--- src/rtl/leon_issue_sequencer_pkg.sv ---
// Shared types for the LEON issue sequencer: NOP encoding, FSM states, FIFO entry layout.
// Optional flush input is enabled by defining LEON_ISSUE_FLUSH_EN.
package leon_issue_sequencer_pkg;

   localparam int          ISS_GAP_W = 4;
   localparam logic [31:0] NOP_INST  = 32'h0100_0000;

   typedef enum logic [1:0] {
      IDLE,
      ISSUE,
      PAD
   } iss_state_t;

   typedef struct packed {
      logic [31:0]          inst;
      logic [ISS_GAP_W-1:0] gap;
   } iss_entry_t;

   // Pad count actually applied: never below the configured floor.
   function automatic logic [ISS_GAP_W-1:0] eff_gap_f(input logic [ISS_GAP_W-1:0] gap,
                                                       input logic [ISS_GAP_W-1:0] min_gap);
      return (gap < min_gap) ? min_gap : gap;
   endfunction

endpackage

--- src/rtl/leon_issue_sequencer_iss_fifo.sv ---
// Synchronous DEPTH-entry FIFO of issue entries with synchronous active-low reset and clear.
// Push is ignored when full, pop is ignored when empty; both may occur on the same edge.
module iss_fifo
   import leon_issue_sequencer_pkg::*;
#(
   parameter int DEPTH = 8
) (
   input  logic                     clk,
   input  logic                     rst,
   input  logic                     clear,
   input  logic                     push,
   input  logic                     pop,
   input  iss_entry_t               wr_entry,
   output iss_entry_t               rd_entry,
   output logic                     full,
   output logic                     empty,
   output logic [$clog2(DEPTH):0]   count
);

   localparam int AW = $clog2(DEPTH);

   iss_entry_t       mem [DEPTH];
   logic [AW-1:0]    wr_ptr;
   logic [AW-1:0]    rd_ptr;
   logic [AW:0]      cnt;
   logic             do_push;
   logic             do_pop;

   assign do_push = push && !full && rst && !clear;
   assign do_pop  = pop && !empty && rst && !clear;

   always_ff @(posedge clk) begin
      if (!rst || clear) begin
         wr_ptr <= '0;
         rd_ptr <= '0;
         cnt    <= '0;
      end else begin
         if (do_push) wr_ptr <= wr_ptr + AW'(1);
         if (do_pop)  rd_ptr <= rd_ptr + AW'(1);
         case ({do_push, do_pop})
            2'b10:   cnt <= cnt + (AW+1)'(1);
            2'b01:   cnt <= cnt - (AW+1)'(1);
            default: cnt <= cnt;
         endcase
      end
   end

   // NOTE: storage has no reset; validity is tracked by the pointers and count alone.
   always_ff @(posedge clk) begin
      if (do_push) mem[wr_ptr] <= wr_entry;
   end

   assign rd_entry = mem[rd_ptr];
   assign full     = (cnt == (AW+1)'(DEPTH));
   assign empty    = (cnt == '0);
   assign count    = cnt;

endmodule

--- src/rtl/leon_issue_sequencer.sv ---
// Issue sequencer: queues instruction words and presents one word per un-held cycle,
// padding each with NOPs. Define LEON_ISSUE_FLUSH_EN to add the flush input.
module leon_issue_sequencer
   import leon_issue_sequencer_pkg::*;
#(
   parameter int DEPTH   = 8,
   parameter int GAP_W   = ISS_GAP_W,
   parameter int MIN_GAP = 1
) (
   input  logic             clk,
   input  logic             rst,
   input  logic             in_valid,
   output logic             in_ready,
   input  logic [31:0]      in_inst,
   input  logic [GAP_W-1:0] in_gap,
   input  logic             hold,
   output logic [31:0]      issue_inst,
   output logic             issue_valid,
   output logic             busy,
   output logic [15:0]      issued_cnt
`ifdef LEON_ISSUE_FLUSH_EN
   ,
   input  logic             flush
`endif
);

   if (DEPTH < 2 || (DEPTH & (DEPTH - 1)) != 0) begin : g_bad_depth
      $error("leon_issue_sequencer: DEPTH must be a power of two and at least 2");
   end
   if (GAP_W != ISS_GAP_W) begin : g_bad_gap_w
      $error("leon_issue_sequencer: GAP_W must match the package entry layout");
   end
   if (MIN_GAP < 0 || MIN_GAP > (2 ** GAP_W) - 1) begin : g_bad_min_gap
      $error("leon_issue_sequencer: MIN_GAP must fit in GAP_W bits");
   end

   iss_state_t              state;
   logic [GAP_W-1:0]        pad_cnt;
   logic                    ready_q;
   logic                    flush_i;
   logic                    fifo_full;
   logic                    fifo_empty;
   logic [$clog2(DEPTH):0]  fifo_count;
   logic                    push;
   logic                    pop;
   iss_entry_t              wr_entry;
   iss_entry_t              rd_entry;

`ifdef LEON_ISSUE_FLUSH_EN
   assign flush_i = flush;
`else
   assign flush_i = 1'b0;
`endif

   // Ready only reflects fullness; a pop on the same edge is not anticipated.
   assign in_ready = rst && ready_q && !fifo_full;
   assign push     = in_valid && in_ready && !flush_i;
   assign pop      = rst && !flush_i && !hold && (pad_cnt == '0) && !fifo_empty;

   assign wr_entry.inst = in_inst;
   assign wr_entry.gap  = eff_gap_f(in_gap, ISS_GAP_W'(MIN_GAP));

   iss_fifo #(
      .DEPTH (DEPTH)
   ) u_fifo (
      .clk      (clk),
      .rst      (rst),
      .clear    (flush_i),
      .push     (push),
      .pop      (pop),
      .wr_entry (wr_entry),
      .rd_entry (rd_entry),
      .full     (fifo_full),
      .empty    (fifo_empty),
      .count    (fifo_count)
   );

   // NOTE: reset is synchronous, so it lives inside the clocked branch, not the sensitivity list.
   always_ff @(posedge clk) begin
      if (!rst) begin
         state       <= IDLE;
         pad_cnt     <= '0;
         issue_inst  <= NOP_INST;
         issue_valid <= 1'b0;
         issued_cnt  <= '0;
         ready_q     <= 1'b0;
      end else begin
         ready_q <= 1'b1;
         if (flush_i) begin
            state       <= IDLE;
            pad_cnt     <= '0;
            issue_inst  <= NOP_INST;
            issue_valid <= 1'b0;
         end else if (!hold) begin
            if (pad_cnt != '0) begin
               state       <= PAD;
               pad_cnt     <= pad_cnt - GAP_W'(1);
               issue_inst  <= NOP_INST;
               issue_valid <= 1'b0;
            end else if (!fifo_empty) begin
               state       <= ISSUE;
               pad_cnt     <= rd_entry.gap;
               issue_inst  <= rd_entry.inst;
               issue_valid <= 1'b1;
               issued_cnt  <= issued_cnt + 16'd1;
            end else begin
               state       <= IDLE;
               issue_inst  <= NOP_INST;
               issue_valid <= 1'b0;
            end
         end
      end
   end

   assign busy = (state != IDLE) || (fifo_count != '0);

endmodule

--- config.mk ---
export PLATFORM = sky130hd
export DESIGN_NAME = leon_issue_sequencer
export DESIGN_NICKNAME = d
export VERILOG_FILES = /design/src/rtl/leon_issue_sequencer_pkg.sv /design/src/rtl/leon_issue_sequencer_iss_fifo.sv /design/src/rtl/leon_issue_sequencer.sv
export SDC_FILE = /design/constraint.sdc
export NUM_CORES = 1
export LEC_CHECK = 0
export BUFFER_PORTS_ARGS = -buffer_cell sky130_fd_sc_hd__buf_2
export CELL_PAD_IN_SITES_DETAIL_PLACEMENT = 1
export CELL_PAD_IN_SITES_GLOBAL_PLACEMENT = 2
export CORE_MARGIN = 4
export CORE_UTILIZATION = 46
export DETAILED_ROUTE_END_ITERATION = 8
export HOLD_SLACK_MARGIN = 0.02
export PLACE_DENSITY_LB_ADDON = 0.1
export SKIP_CTS_REPAIR_TIMING = 1
export SLEW_MARGIN = 20
export SYNTH_ARGS = -nofsm -noshare
export SYNTH_HDL_FRONTEND = slang
export SYNTH_SLANG_ARGS = --single-unit
export TNS_END_PERCENT = 5
--- constraint.sdc ---
create_clock -name clk -period 11.5 [get_ports clk]
set_input_delay 1.725 -clock clk [delete_from_list [all_inputs] [get_ports clk]]
set_output_delay 1.725 -clock clk [all_outputs]
set_load 0.02 [all_outputs]
==> Word level (Yosys, flattened, before mapping) <==
Memories as Yosys holds them, arrays and structs flattened. A register that Yosys moved wholly into a read port is not among the register bits.
Cells that the tools add are included.
{ "classes": {"eq_ne": 4, "n_bitwise": 3, "reduce_logical": 22, "addsub": 6, "muxes": 15, "n_lt_le_gt_ge": 1} }
{ "op_table": {"columns": ["cell", "count"], "rows": [
  ["$mux 32", 2],
  ["$add 16x1->16 const B", 1],
  ["$mux 4", 3],
  ["$logic_and 1x1->1", 10],
  ["$logic_not 4->1", 2],
  ["$pmux 4 s2", 1],
  ["$reduce_bool 4->1", 2],
  ["$sub 4x1->4 const B", 2],
  ["$add 3x1->3 const B", 2],
  ["$mux 1", 6],
  ["$mux 3", 2],
  ["$add 4x1->4 const B", 1],
  ["$eq 4x4->1 const B", 1],
  ["$lt 4x1->1 const B", 1],
  ["$reduce_bool 2->1", 2],
  ["$logic_not 1->1", 3],
  ["$not 1->1", 3],
  ["$reduce_and 3->1", 1],
  ["$eq 2x1->1 const B", 1],
  ["$eq 2x2->1 const B", 1],
  ["$mux 2", 1],
  ["$ne 2x1->1 const B", 1],
  ["$reduce_and 2->1", 1],
  ["$logic_or 1x1->1", 1]
]} }
{ "totals": {"input_bits": 40, "ram_bits": 288, "word_cells": 61, "reg_bits": 66, "memories": 1, "output_inout_bits": 51} }
{ "memory_table": {"columns": ["memory", "words", "word_bits", "rd", "rd_clocked_by_memory_dff", "write_ports", "line", "text"], "rows": [
  ["u_fifo.mem", 8, 36, 1, 1, 1, "leon_issue_sequencer_iss_fifo.sv:22", "iss_entry_t mem [DEPTH];"]
]} }

==> Logic depth before layout (Yosys ltp) <==
Gate-level depths: netlist of run 1.
{ "depth": {"depth_word": 8, "depth_mapped": 13, "mapped_depth_nobuf": 11} }

==> By module <==
From an unflattened synthesis of run 1, not the netlist that was laid out.
{ "hier_totals": {"hier_cells": 709, "area_unflattened_um2": 13725.7} }
{ "by_module_without_submodules": {"columns": ["mod", "seq_area_each_um2", "cells_each", "area_per_inst_um2", "n_inst"], "rows": [
  ["iss_fifo", 8908.5, 497, 11549.8, 1],
  ["leon_issue_sequencer", 1101.1, 212, 2175.8, 1]
]} }

==> Worst setup path before layout of run 1 <==
Ideal clock, no wire load.
{ "synth_timing": {"path_type": "input to register", "start": "input rst", "end": "memory u_fifo.mem[0][0] in the netlist's numbering, enable pin", "setup_slack_ns": 4.849, "n_path_buf": 1, "t_arrival_ns": 6.132, "setup_ns": 0.519, "path_stages": 5, "path_cell_list": "buf_2 nand2_1 a211oi_1 inv_1 nor4_1"} }
{ "synth_between": {"elab_chain_len": 7} }
{ "synth_rtl": {"columns": ["element", "line", "text"], "rows": [
  ["start: declaration", "leon_issue_sequencer.sv:11", "input logic rst,"],
  ["$logic_and 1x1->1 (2 in a row)", "leon_issue_sequencer.sv:56", "assign in_ready = rst && ready_q && !fifo_full;"],
  ["$logic_and 1x1->1", "leon_issue_sequencer.sv:57", "assign push = in_valid && in_ready && !flush_i;"],
  ["$logic_and 1x1->1", "leon_issue_sequencer_iss_fifo.sv:29", "assign do_push = push && !full && rst && !clear;"],
  ["$logic_and 1x1->1 (*)", "leon_issue_sequencer_iss_fifo.sv:29", null],
  ["$mux 1 (*)", "leon_issue_sequencer_iss_fifo.sv:50", "if (do_push) mem[wr_ptr] <= wr_entry;"],
  ["$mux 1 (implied by the code) (*)", "leon_issue_sequencer_iss_fifo.sv:50", null],
  ["end: declaration", "leon_issue_sequencer_iss_fifo.sv:22", null]
]} }
Mark *: on every way between the ends. The rest lies on a longest branch, timed or not.

==> Worst setup path after layout of run 1 <==
{ "layout_timing": {"start": "input hold", "end": "register u_fifo.cnt[2], in the netlist u_fifo.count[2]"} }
{ "layout_between": {"elab_chain_len": 8} }
{ "layout_rtl": {"columns": ["element", "line", "text"], "rows": [
  ["start: declaration", "leon_issue_sequencer.sv:16", "input logic hold,"],
  ["$logic_not 1->1 (*)", null, null],
  ["$logic_and 1x1->1 (*) (3 in a row)", "leon_issue_sequencer.sv:58", "assign pop = rst && !flush_i && !hold && (pad_cnt == '0) && !fifo_empty;"],
  ["$logic_and 1x1->1 (*) (2 in a row)", "leon_issue_sequencer_iss_fifo.sv:30", "assign do_pop = pop && !empty && rst && !clear;"],
  ["$eq 2x1->1 / $eq 2x2->1 (equally long branches)", "leon_issue_sequencer_iss_fifo.sv:40", "case ({do_push, do_pop})"],
  ["$pmux 4 s2 / $reduce_bool 2->1 (equally long branches)", null, null],
  ["end signal: assignment", "leon_issue_sequencer_iss_fifo.sv:41", "2'b10: cnt <= cnt + (AW+1)'(1);"],
  ["end signal: assignment", "leon_issue_sequencer_iss_fifo.sv:42", "2'b01: cnt <= cnt - (AW+1)'(1);"],
  ["end signal: assignment", "leon_issue_sequencer_iss_fifo.sv:43", "default: cnt <= cnt;"],
  ["end: declaration", "leon_issue_sequencer_iss_fifo.sv:25", "logic [AW:0] cnt;"]
]} }
Marked as above.
A chain may end at the register's enable or synchronous reset.

==> out/qor.yml, run 1 <==
status: "finished clean"
fillers: 2572
grt-busiest-layer: "met2"
cts_buffers: 39
antenna_found_initial: 2
synth_top_area_cell: "edfxtp_1"
clk_path_buf_depth: 3
area_delta_synth_final_pct: 15.7
whs_path_depth: 1
leakagePower_uw: 0.00521
critPathMaxFanout: 36
ir_drop_mv: 0.135
syn_inst: 714
p_sw_uw: 586
worst-r2r-cell-count: 12
fin_skew_ns: 0.0127
placed_cell_area_sq_mm: 0.0144
path_class: "in2reg"
min_from: "issue_inst[26]$_SDFFE_PN0N_"
swShare_pct: 20.9
powerDensity_mw_per_mm2: 179
die_h_um: 180
relSlewSlack_pct: 30.4
drt_iter0_markers: 537
maxSlewViolCount: 0
final_layout_size_suffix_gt1_share_pct: 32.3
comb_power_share_pct: 5.8
post-route-util_pct: 54.3
whs_endpoint: "issue_inst[26]$_SDFFE_PN0N_"
clock-sinks: 356
vias_per_cell: 5.54
p_clk_share_pct: 43.4
yosysTopAreaCellShare_pct: 63.8
first_global_vias: 7530
initial_core_util_pct: 46.9
rsz0062_at_grt: "false"
finalWirelength_um: 28500
cap_violations: 0
die_x_um: 180
vias: 6802
dp.cells: 1158
use_met3_pct: 3.33
remaining_drc_errors: 0
synth-main-ff-cell: "edfxtp_1"
r2r-start: "pad_cnt[0]$_SDFFE_PN0P_"
finalSetupTns_ns: 0
rows: 62
hold_ws_ns: 0.471
grt_start_max_net_pins: 45
synth_area_sq_mm: 0.0135
seqPwrFrac_pct: 50.8
start_kind: "input pin"
min_period_ns: 4.30
timing.final.crit_share_pct: 37.4
ff_latch_area_sq_mm: 0.0100
fmax_ghz: 0.232
dp_hpwl_um: 16200
overflow: 0
rr_endpoint: "u_fifo.count[2]$_SDFFE_PN0P_"
syn_area_per_cell_sq_um: 19.0
drtPass1Iterations: 4
fin_nets: 863
mostFrequentLayoutCell: "edfxtp_1"
gp_congestion: 0.729
ff2ff_setup_slack_ns: 7.95
boundaryPins: 91
required_ns: 11.93
hp-class: "reg2reg"
clock_latency_ns: 0.51
cts_tree: "done"
grt_pass1_wl_um: 44700
ys_warn_count: 0
worstSetupEndpointType: "register"
grt_usage_pct: 17.5
dieArea_sq_mm: 0.0323
path_clk_slew_ns: 0.06
multiInputGateArea_sq_mm: 0.00335
yosysUniqueCellTypes: 44
final_cell_mix: "288 x edfxtp_1, 90 x buf_2, 69 x mux4_2, 65 x dfxtp_1, 39 x clkbuf_16"
ant_nets: 0
globalRouteMet2Util_pct: 29.5
synthTopCellsByArea: "edfxtp_1 64%, mux4_2 11%, dfxtp_1 10%, mux2_2 2.7%, a22o_1 2.0%"
n_antenna_cell: 0
yosysSeqAreaShare_pct: 73.9
synth_edf_count: 288
arrival_ns: 4.73
synth_seq_cells: 356
portBuffers: 90
wl_per_cell_um: 23.2
h-tree-depth: 2
cts_root_buffer: "clkbuf_16"
synth-async-reset-ratio_pct: 0
worstMarginPinSlew_ns: 1.04
finalSetupViolCount: 0
p_int_uw: 2220
fin_cells: 1227
stdcell_area_sq_mm: 0.0157
hold_viol: 0
syn-num-nets: 762
met1_usage_pct: 24.2
core_area_sq_mm: 0.0289
## cells by family (layout without fill, tap and decap cells)
kind of cell / Yosys count / count (layout) / synth area share (%)
fa+ha+maj: 8 / 8 / 0.739
compound gates: 74 / 74 / 3.82
xor+xnor: 12 / 12 / 0.776
simple gates: 103 / 103 / 4.04
buf+inv: 49 / 178 / 1.78
flops: 356 / 356 / 73.9
mux: 112 / 112 / 15.0
## flip-flops by register name, summed over array words and instances (netlist names), named ones only
name / flops
u_fifo.count: 4
issued_cnt: 16
ready_q: 1
state: 2
u_fifo.rd_ptr: 3
u_fifo.wr_ptr: 3
u_fifo.mem: 288
issue_inst: 32
pad_cnt: 4
## metal layers
metal	wire (um)	vias to the layer above	share of wire (%)
met2	14000	139	49
li1	-	3072	-
met4	376	4	1.3
met5	29	-	0.10
met1	12800	3546	45
met3	1240	41	4.4
## layout make-up
cell class              count  area share, %
inverters                   7          0.168
clock inverters            15           1.09
repair buffers            102           3.53
clock buffers              54           6.90
flip-flops and latches    356           63.9
well taps                 384           3.06
multi-input cells         309           21.3
## synthesized netlist by cell type (all sizes together) (2+ instances only)
master	number
edfxtp	288
mux4	69
dfxtp	68
mux2	33
a22o	31
buf	26
nor2	22
a21oi	18
nand2	17
clkbuf	16
o21ai	15
or3	11
mux2i	10
xor2	10
nand3	9
nor3	9
ha	8
inv	7
nand4	7
nor2b	6
and2	4
and3	4
nand2b	3
nor4	3
and4	2
nor4b	2
xnor2	2
## critical path, stage by stage
cell and delay [ns]:
buf_2 0.16, nor4b_2 0.29, buf_4 0.23, and3_2 0.82
ha_1 0.41, xor2_1 0.21, ha_1 0.19, a21oi_1 0.06
xor2_1 0.17, or3_1 0.31, a21oi_1 0.15
## metrics by stage
| step | total power (uW) | setup slack [ns] |
|---|---|---|
| 2_1_floorplan | 1560 | 4.85 |
| 3_3_place_gp | 1610 | 6.88 |
| 3_5_place_dp | 1620 | 6.65 |
| 4_1_cts | 2840 | 7.19 |
| 5_1_grt | 2910 | 6.97 |
| 6_report | 2810 | 7.20 |
## power by group through the flow
stage,clock [uW],sequential [uW],combinational (uW)
after floorplan,0,1460,101
after global placement,0,1450,157
after detailed placement,0,1450,163
after CTS,1250,1430,164
after global routing,1310,1430,177
final,1220,1430,162
## worst max path at each step
stage | to | cells after the start | slack, ns | from
final | u_fifo.count[2]$_SDFFE_PN0P_ | 11 | 7.20 | hold
after global routing | u_fifo.count[2]$_SDFFE_PN0P_ | 11 | 6.97 | hold
after CTS | u_fifo.count[2]$_SDFFE_PN0P_ | 11 | 7.19 | hold
after detailed placement | u_fifo.count[2]$_SDFFE_PN0P_ | 11 | 6.65 | hold
after global placement | u_fifo.count[2]$_SDFFE_PN0P_ | 11 | 6.88 | hold
after floorplan | u_fifo.mem[0][0]$_DFFE_PP_ | 5 | 4.85 | rst
Power figures use the tool's default switching activity.
==> inputs of run 2 (changes only) <==
--- a/config.mk
+++ b/config.mk
@@ -9,7 +9,7 @@
 export CELL_PAD_IN_SITES_DETAIL_PLACEMENT = 1
 export CELL_PAD_IN_SITES_GLOBAL_PLACEMENT = 2
 export CORE_MARGIN = 4
-export CORE_UTILIZATION = 46
+export CORE_UTILIZATION = 42
 export DETAILED_ROUTE_END_ITERATION = 8
 export HOLD_SLACK_MARGIN = 0.02
 export PLACE_DENSITY_LB_ADDON = 0.1
==> constraint.sdc (replaced) <==
create_clock -name clk -period 3.5 [get_ports clk]
set_input_delay 0.525 -clock clk [delete_from_list [all_inputs] [get_ports clk]]
set_output_delay 0.525 -clock clk [all_outputs]
set_load 0.02 [all_outputs]
==> run 2 against run 1 <==
Against the previous run:
- non-clock buffer count increased by 11
- design area increased by 2.0%
- highest routed layer is now met4
- utilization decreased by 3.9 points
- register-to-register slack got worse by 7.2 ns
- sequential power increased to 3.3 times the previous value
- sequential share of layout area decreased by 1.2 points
- worst hold slack got worse by 0.23 ns
==> out/qor.yml, run 2 (synthesized netlist as in run 1, its figures left out) <==
cap_violations: 0  # unchanged
hold_viol: 0  # unchanged
cp-endpoint: "u_fifo.count[3]$_SDFFE_PN0P_"  # was u_fifo.count[2]$_SDFFE_PN0P_
fin_skew_ns: 0.00821  # was 0.0127 ns
start_kind: "register"  # was input pin
h-tree-depth: 2  # unchanged
powerDensity_mw_per_mm2: 596  # was 179 mW/mm^2
cp_slowest_cell: "ha_1"  # was and3_2
grt_usage_pct: 16.6  # was 17.5%
met1_usage_pct: 23.4  # was 24.2%
clk_path_buf_depth: 3  # unchanged
placed_cell_area_sq_mm: 0.0146  # was 0.0144 sq mm
path_class: "reg2reg"  # was in2reg
area_delta_synth_final_pct: 18.0  # was 15.7%
first_global_vias: 7595  # was 7530
fmax_ghz: 0.368
fin_nets: 875  # was 863
crit_start: "pad_cnt[0]$_SDFFE_PN0P_"  # was hold
critPathMaxStageDelay_ns: 0.38  # was 0.82 ns
initial_core_util_pct: 42.7  # was 46.9%
clock_latency_ns: 0.52  # was 0.51 ns
overflow: 0  # unchanged
vias: 6866  # was 6802
p_int_uw: 7530  # was 2220 uW
largest_register_ff_count: 288  # unchanged
antenna_found_initial: 0  # was 2
finalWirelength_um: 28900  # was 28500 um
gp_congestion: 0.733  # was 0.729
timing.final.crit_share_pct: 77.6
clock-sinks: 356  # unchanged
comb_power_share_pct: 5.6  # was 5.8%
crit_chain: "inv_1 -> ha_1 -> nor4b_2 -> and3_2 -> buf_4 -> ha_1 -> nor4bb_1 -> o21ai_0 -> a211o_1 -> nand2_1"  # was buf_2 -> nor4b_2 -> buf_4 -> and3_2 -> ha_1 -> xor2_1 -> ha_1 -> a21oi_1 -> xor2_1 -> or3_1 -> a21oi_1
hold_ws_ns: 0.244  # was 0.471 ns
worstSetupEndpointType: "register"  # unchanged
rows: 65  # was 62
critPathMaxFanout: 19  # was 36
final_layout_size_suffix_gt1_share_pct: 33.9  # was 32.3%
boundaryPins: 91  # unchanged
n_antenna_cell: 0  # unchanged
globalRouteMet2Util_pct: 27.5  # was 29.5%
min_period_ns: 2.72
total_power_uw: 9520  # was 2810 uW
path_common_cell: "ha_1"
grt_pass1_wl_um: 45800  # was 44700 um
maxSlewViolCount: 0  # unchanged
stdcell_area_sq_mm: 0.0160  # was 0.0157 sq mm
reg.largest.list: "u_fifo.mem: 288 flops, issue_inst: 32 flops, issued_cnt: 16 flops"  # unchanged
drtPass1Iterations: 5  # was 4
p_sw_uw: 2000  # was 586 uW
rsz0062_at_grt: "false"  # unchanged
finalSetupViolCount: 0  # unchanged
cts_buffers: 40  # was 39
dp_hpwl_um: 17000  # was 16200 um
rr_endpoint: "u_fifo.count[3]$_SDFFE_PN0P_"  # was u_fifo.count[2]$_SDFFE_PN0P_
ir_drop_mv: 0.278  # was 0.135 mV
required_ns: 3.97  # was 11.93 ns
arrival_ns: 3.18  # was 4.73 ns
hp-class: "in2reg"  # was reg2reg
worstMarginPinSlew_ns: 0.943  # was 1.04 ns
remaining_drc_errors: 0  # unchanged
drt_iter0_markers: 435  # was 537
path_clk_slew_ns: 0.06  # about the same
worst-r2r-cell-count: 10  # was 12
mostFrequentLayoutCell: "edfxtp_1"  # unchanged
use_met3_pct: 2.83  # was 3.33%
core_area_sq_mm: 0.0317  # was 0.0289 sq mm
regMostFlops: "u_fifo.mem"  # unchanged
portBuffers: 90  # unchanged
relSlewSlack_pct: 36.7  # was 30.4%
status: "finished clean"  # unchanged
final_cell_mix: "288 x edfxtp_1, 90 x buf_2, 69 x mux4_2, 65 x dfxtp_1, 41 x clkbuf_16"  # was 288 x edfxtp_1, 90 x buf_2, 69 x mux4_2, 65 x dfxtp_1, 39 x clkbuf_16
swShare_pct: 21.0  # was 20.9%
ant_nets: 0  # unchanged
wl_per_cell_um: 23.0  # was 23.2 um
grt_start_max_net_pins: 40  # was 45
cts_root_buffer: "clkbuf_16"  # unchanged
post-route-util_pct: 50.4  # was 54.3%
grt-busiest-layer: "met2"  # unchanged
leakagePower_uw: 0.00534  # was 0.00521 uW
ff2ff_setup_slack_ns: 0.78  # was 7.95 ns
p_clk_share_pct: 45.1  # was 43.4%
cts_tree: "done"  # unchanged
die_x_um: 188  # was 180 um
dieArea_sq_mm: 0.0352  # was 0.0323 sq mm
vias_per_cell: 5.45  # was 5.54
r2r-start: "pad_cnt[0]$_SDFFE_PN0P_"  # unchanged
die_h_um: 188  # was 180 um
seqPwrFrac_pct: 49.4  # was 50.8%
run 2: cell types whose count changed in the layout (fill, tap and decap cells not counted), sizes merged:
cell / previous run / this run
buf: 102 / 113
inv: 8 / 7
clkinv: 9 / 10
bufinv: 4 / 5
clkinvlp: 1 / 2
clkbuf: 54 / 56
run 2: worst min-delay path by stage:
stage                                            end  cells after the start                          start
after floorplan                             register                      2  u_fifo.rd_ptr[1]$_SDFFE_PN0P_
after global placement                      register                      2  u_fifo.rd_ptr[1]$_SDFFE_PN0P_
after detailed placement  issue_inst[6]$_SDFFE_PN0N_                      1     issue_inst[6]$_SDFFE_PN0N_
after CTS                            ready_q$_DFF_P_                      1                            rst
after global routing                 ready_q$_DFF_P_                      1                            rst
final                                ready_q$_DFF_P_                      1                            rst
run 2: power by group through the flow:
| stage | registers, uW | clock network, uW | logic (uW) |
|---|---|---|---|
| global placement | 4790 | 0 | 517 |
| floorplan | 4790 | 0 | 332 |
| global route | 4710 | 4620 | 587 |
| detailed placement | 4790 | 0 | 538 |
| CTS | 4700 | 4410 | 542 |
| finish | 4700 | 4290 | 531 |
run 2: metrics by stage:
stage	std cells	TNS [ns]	worst slack [ns]
5_1_grt	1260	0	0.541
2_1_floorplan	714	-156.82	-1.00
3_5_place_dp	1187	0	0.686
4_1_cts	1260	0	0.768
6_report	1260	0	0.784
3_3_place_gp	1187	0	0.687
run 2: worst max-delay path, delay by kind of cell, from the launching register on:
family          cells  cell delay [ns]
flops               1             0.33
buf+inv             2             0.41
simple gates        4             0.87
compound gates      2             0.45
fa+ha+maj           2             0.61
run 2: cell type report:
| class | instances | area (sq um) |
|---|---|---|
| Tap cell | 402 | 503 |
| Sequential cell | 356 | 10000 |
| Clock inverter | 17 | 225 |
| Timing Repair Buffer | 113 | 711 |
| Inverter | 7 | 26.3 |
| Clock buffer | 56 | 1150 |
| Multi-Input combinational cell | 309 | 3360 |
| Fill cell | 2918 | 15700 |
run 2: routing by layer:
metal  routed length (um)  share of wire (%)  vias to the layer above
met5                    0                  0                        -
met4                  423                1.5                        0
met3                 1130                3.9                       37
met2                14300                 49                      124
met1                13100                 45                     3596
li1                     -                  -                     3109
==> inputs of run 3 (changes only) <==
--- a/config.mk
+++ b/config.mk
@@ -9,7 +9,7 @@
 export CELL_PAD_IN_SITES_DETAIL_PLACEMENT = 1
 export CELL_PAD_IN_SITES_GLOBAL_PLACEMENT = 2
 export CORE_MARGIN = 4
-export CORE_UTILIZATION = 42
+export CORE_UTILIZATION = 46
 export DETAILED_ROUTE_END_ITERATION = 8
 export HOLD_SLACK_MARGIN = 0.02
 export PLACE_DENSITY_LB_ADDON = 0.1
==> constraint.sdc (replaced) <==
create_clock -name clk -period 2.55 [get_ports clk]
set_input_delay 0.3825 -clock clk [delete_from_list [all_inputs] [get_ports clk]]
set_output_delay 0.3825 -clock clk [all_outputs]
set_load 0.02 [all_outputs]
==> run 3 against run 2 <==
Against the previous run:
- final cell count fell by 0.40%
- first-iteration DRC count increased by 4.8%
- sequential power increased by 37%
- power up 30%
- utilization is 5.3 points higher
- wire length increased by 2.7%
- die area fell by 8.3%
- non-clock buffer count increased by 15
- clock skew is 0.0013 ns higher
- critical path depth down 6
- count of clock-buffer cells in the layout grew 1
- sequential cell count stayed put
- critical path type is now reg2out
- critical endpoint is now busy
- largest cell class unchanged
==> out/qor.yml, run 3 (synthesized netlist as in run 1, its figures left out) <==
required_ns: 2.17  # was 3.97 ns
status: "finished clean"  # unchanged
finalSetupTns_ns: 0  # unchanged
grt_pass1_wl_um: 46100  # was 45800 um
die_h_um: 180  # was 188 um
finalWirelength_um: 29700  # was 28900 um
dp_hpwl_um: 18000  # was 17000 um
rsz0062_at_grt: "true"  # was false
swShare_pct: 21.8  # was 21.0%
remaining_drc_errors: 0  # unchanged
h-tree-depth: 2  # unchanged
cts_root_buffer: "clkbuf_16"  # unchanged
critPathTopFamily: "simple AND/OR/NAND/NOR gates"  # unchanged
cap_violations: 0  # unchanged
reg.largest.list: "u_fifo.mem: 288 flops, issue_inst: 32 flops, issued_cnt: 16 flops"  # unchanged
grt_start_max_net_pins: 28  # was 40
p_int_uw: 9690  # was 7530 uW
leakagePower_uw: 0.00535  # was 0.00534 uW
path_class: "reg2out"  # was reg2reg
regMostFlops: "u_fifo.mem"  # unchanged
timing.final.crit_share_pct: 96.7
area_delta_synth_final_pct: 18.6  # was 18.0%
cts_tree: "done"  # unchanged
fin_nets: 889  # was 875
ant_nets: 0  # unchanged
maxSlewViolCount: 0  # unchanged
rows: 62  # was 65
vias_per_cell: 5.59  # was 5.45
arrival_ns: 2.08  # was 3.18 ns
hp-class: "in2reg"  # unchanged
placed_cell_area_sq_mm: 0.0149  # was 0.0146 sq mm
portBuffers: 90  # unchanged
path_clk_slew_ns: 0.06  # about the same
hold_viol: 0  # unchanged
finalSetupViolCount: 0  # unchanged
seqPwrFrac_pct: 52.1  # was 49.4%
overflow: 0  # unchanged
final_cell_mix: "288 x edfxtp_1, 90 x buf_2, 69 x mux4_2, 63 x dfxtp_1, 39 x clkbuf_16"  # was 288 x edfxtp_1, 90 x buf_2, 69 x mux4_2, 65 x dfxtp_1, 41 x clkbuf_16
relSlewSlack_pct: 44.4  # was 36.7%
start_kind: "register"  # unchanged
mostFrequentLayoutCell: "edfxtp_1"  # unchanged
fmax_ghz: 0.405
powerDensity_mw_per_mm2: 771  # was 596 mW/mm^2
worstMarginPinSlew_ns: 0.834  # was 0.943 ns
ir_drop_mv: 0.566  # was 0.278 mV
clk_path_buf_depth: 3  # unchanged
clock-sinks: 356  # unchanged
critPathMaxStageDelay_ns: 0.53  # was 0.38 ns
wl_per_cell_um: 23.7  # was 23.0 um
comb_power_share_pct: 6.4  # was 5.6%
drt_iter0_markers: 456  # was 435
clock_latency_ns: 0.52  # about the same
first_global_vias: 7696  # was 7595
initial_core_util_pct: 46.9  # was 42.7%
cts_buffers: 39  # was 40
multiInputGateArea_sq_mm: 0.00345  # was 0.00336 sq mm
core_area_sq_mm: 0.0289  # was 0.0317 sq mm
vias: 7015  # was 6866
n_antenna_cell: 0  # unchanged
crit_chain: "or4_4 -> buf_6 -> or3_1 -> buf_2"  # was inv_1 -> ha_1 -> nor4b_2 -> and3_2 -> buf_4 -> ha_1 -> nor4bb_1 -> o21ai_0 -> a211o_1 -> nand2_1
fillers: 2609  # was 2918
min_period_ns: 2.47
die_x_um: 180  # was 188 um
largest_register_ff_count: 288  # unchanged
cp_num_buf_inv: 2  # unchanged
antenna_found_initial: 2  # was 0
dieArea_sq_mm: 0.0323  # was 0.0352 sq mm
critPathMaxFanout: 14  # was 19
fin_skew_ns: 0.00948  # was 0.00821 ns
gp_congestion: 0.716  # was 0.733
boundaryPins: 91  # unchanged
final_layout_size_suffix_gt1_share_pct: 35.0  # was 33.9%
stdcell_area_sq_mm: 0.0161  # was 0.0160 sq mm
p_sw_uw: 2700  # was 2000 uW
grt_usage_pct: 18.3  # was 16.6%
ff_latch_area_sq_mm: 0.0100  # about the same
cp_slowest_cell: "or4_4"  # was ha_1
p_clk_share_pct: 41.5  # was 45.1%
worstSetupEndpointType: "primary output"  # was register
drtPass1Iterations: 4  # was 5
[run 3: power groups by stage]
stage | Combinational, uW | Clock [uW] | Sequential, uW
after global placement | 734 | 0 | 6560
after global routing | 867 | 5560 | 6470
after CTS | 781 | 5280 | 6450
final | 791 | 5140 | 6460
after detailed placement | 777 | 0 | 6570
after floorplan | 469 | 0 | 6580
[run 3: metal layers]
metal  vias to the layer above  track usage (%)  part of all wire, %
met4                         4             3.96                  1.7
met1                      3702             24.8                   43
met2                       138             31.4                   51
met5                         -                0                0.091
met3                        40             3.15                  3.9
li1                       3131                -                    -
[run 3: final timing paths]
| kind | start | endpoint | slack, ns | cells after the start |
|---|---|---|---|---|
| hold reg to reg | issue_inst[27]$_SDFFE_PN0N_ | issue_inst[27]$_SDFFE_PN0N_ | 0.47 | 1 |
| setup / recovery | u_fifo.count[0]$_SDFFE_PN0P_ | busy | 0.08 | 4 |
| hold / removal | in_inst[27] | u_fifo.mem[0][31]$_DFFE_PP_ | 0.13 | 1 |
| setup reg to reg | u_fifo.count[0]$_SDFFE_PN0P_ | u_fifo.count[3]$_SDFFE_PN0P_ | 0.10 | 8 |
[run 3: area by class of cell]
type,count,share of cell area [%]
clock buffers,57,6.56
clock inverters,14,0.662
inverters,7,0.179
multi-input cells,309,21.5
flip-flops and latches,356,62.4
well taps,384,2.99
repair buffers,128,5.77
[run 3: stage by stage]
step	hold WS [ns]	utilization, %	total power, uW	setup WS (ns)	instances
floorplan	0.410	-	7040	-0.0816	714
global placement	0.454	51.5	7300	0.141	1183
detailed placement	0.459	51.5	7350	-0.0729	1183
CTS	0.118	55.5	12500	-0.0985	1254
global route	0.127	55.7	12900	-0.0341	1255
finish	0.134	55.7	12400	0.0839	1255
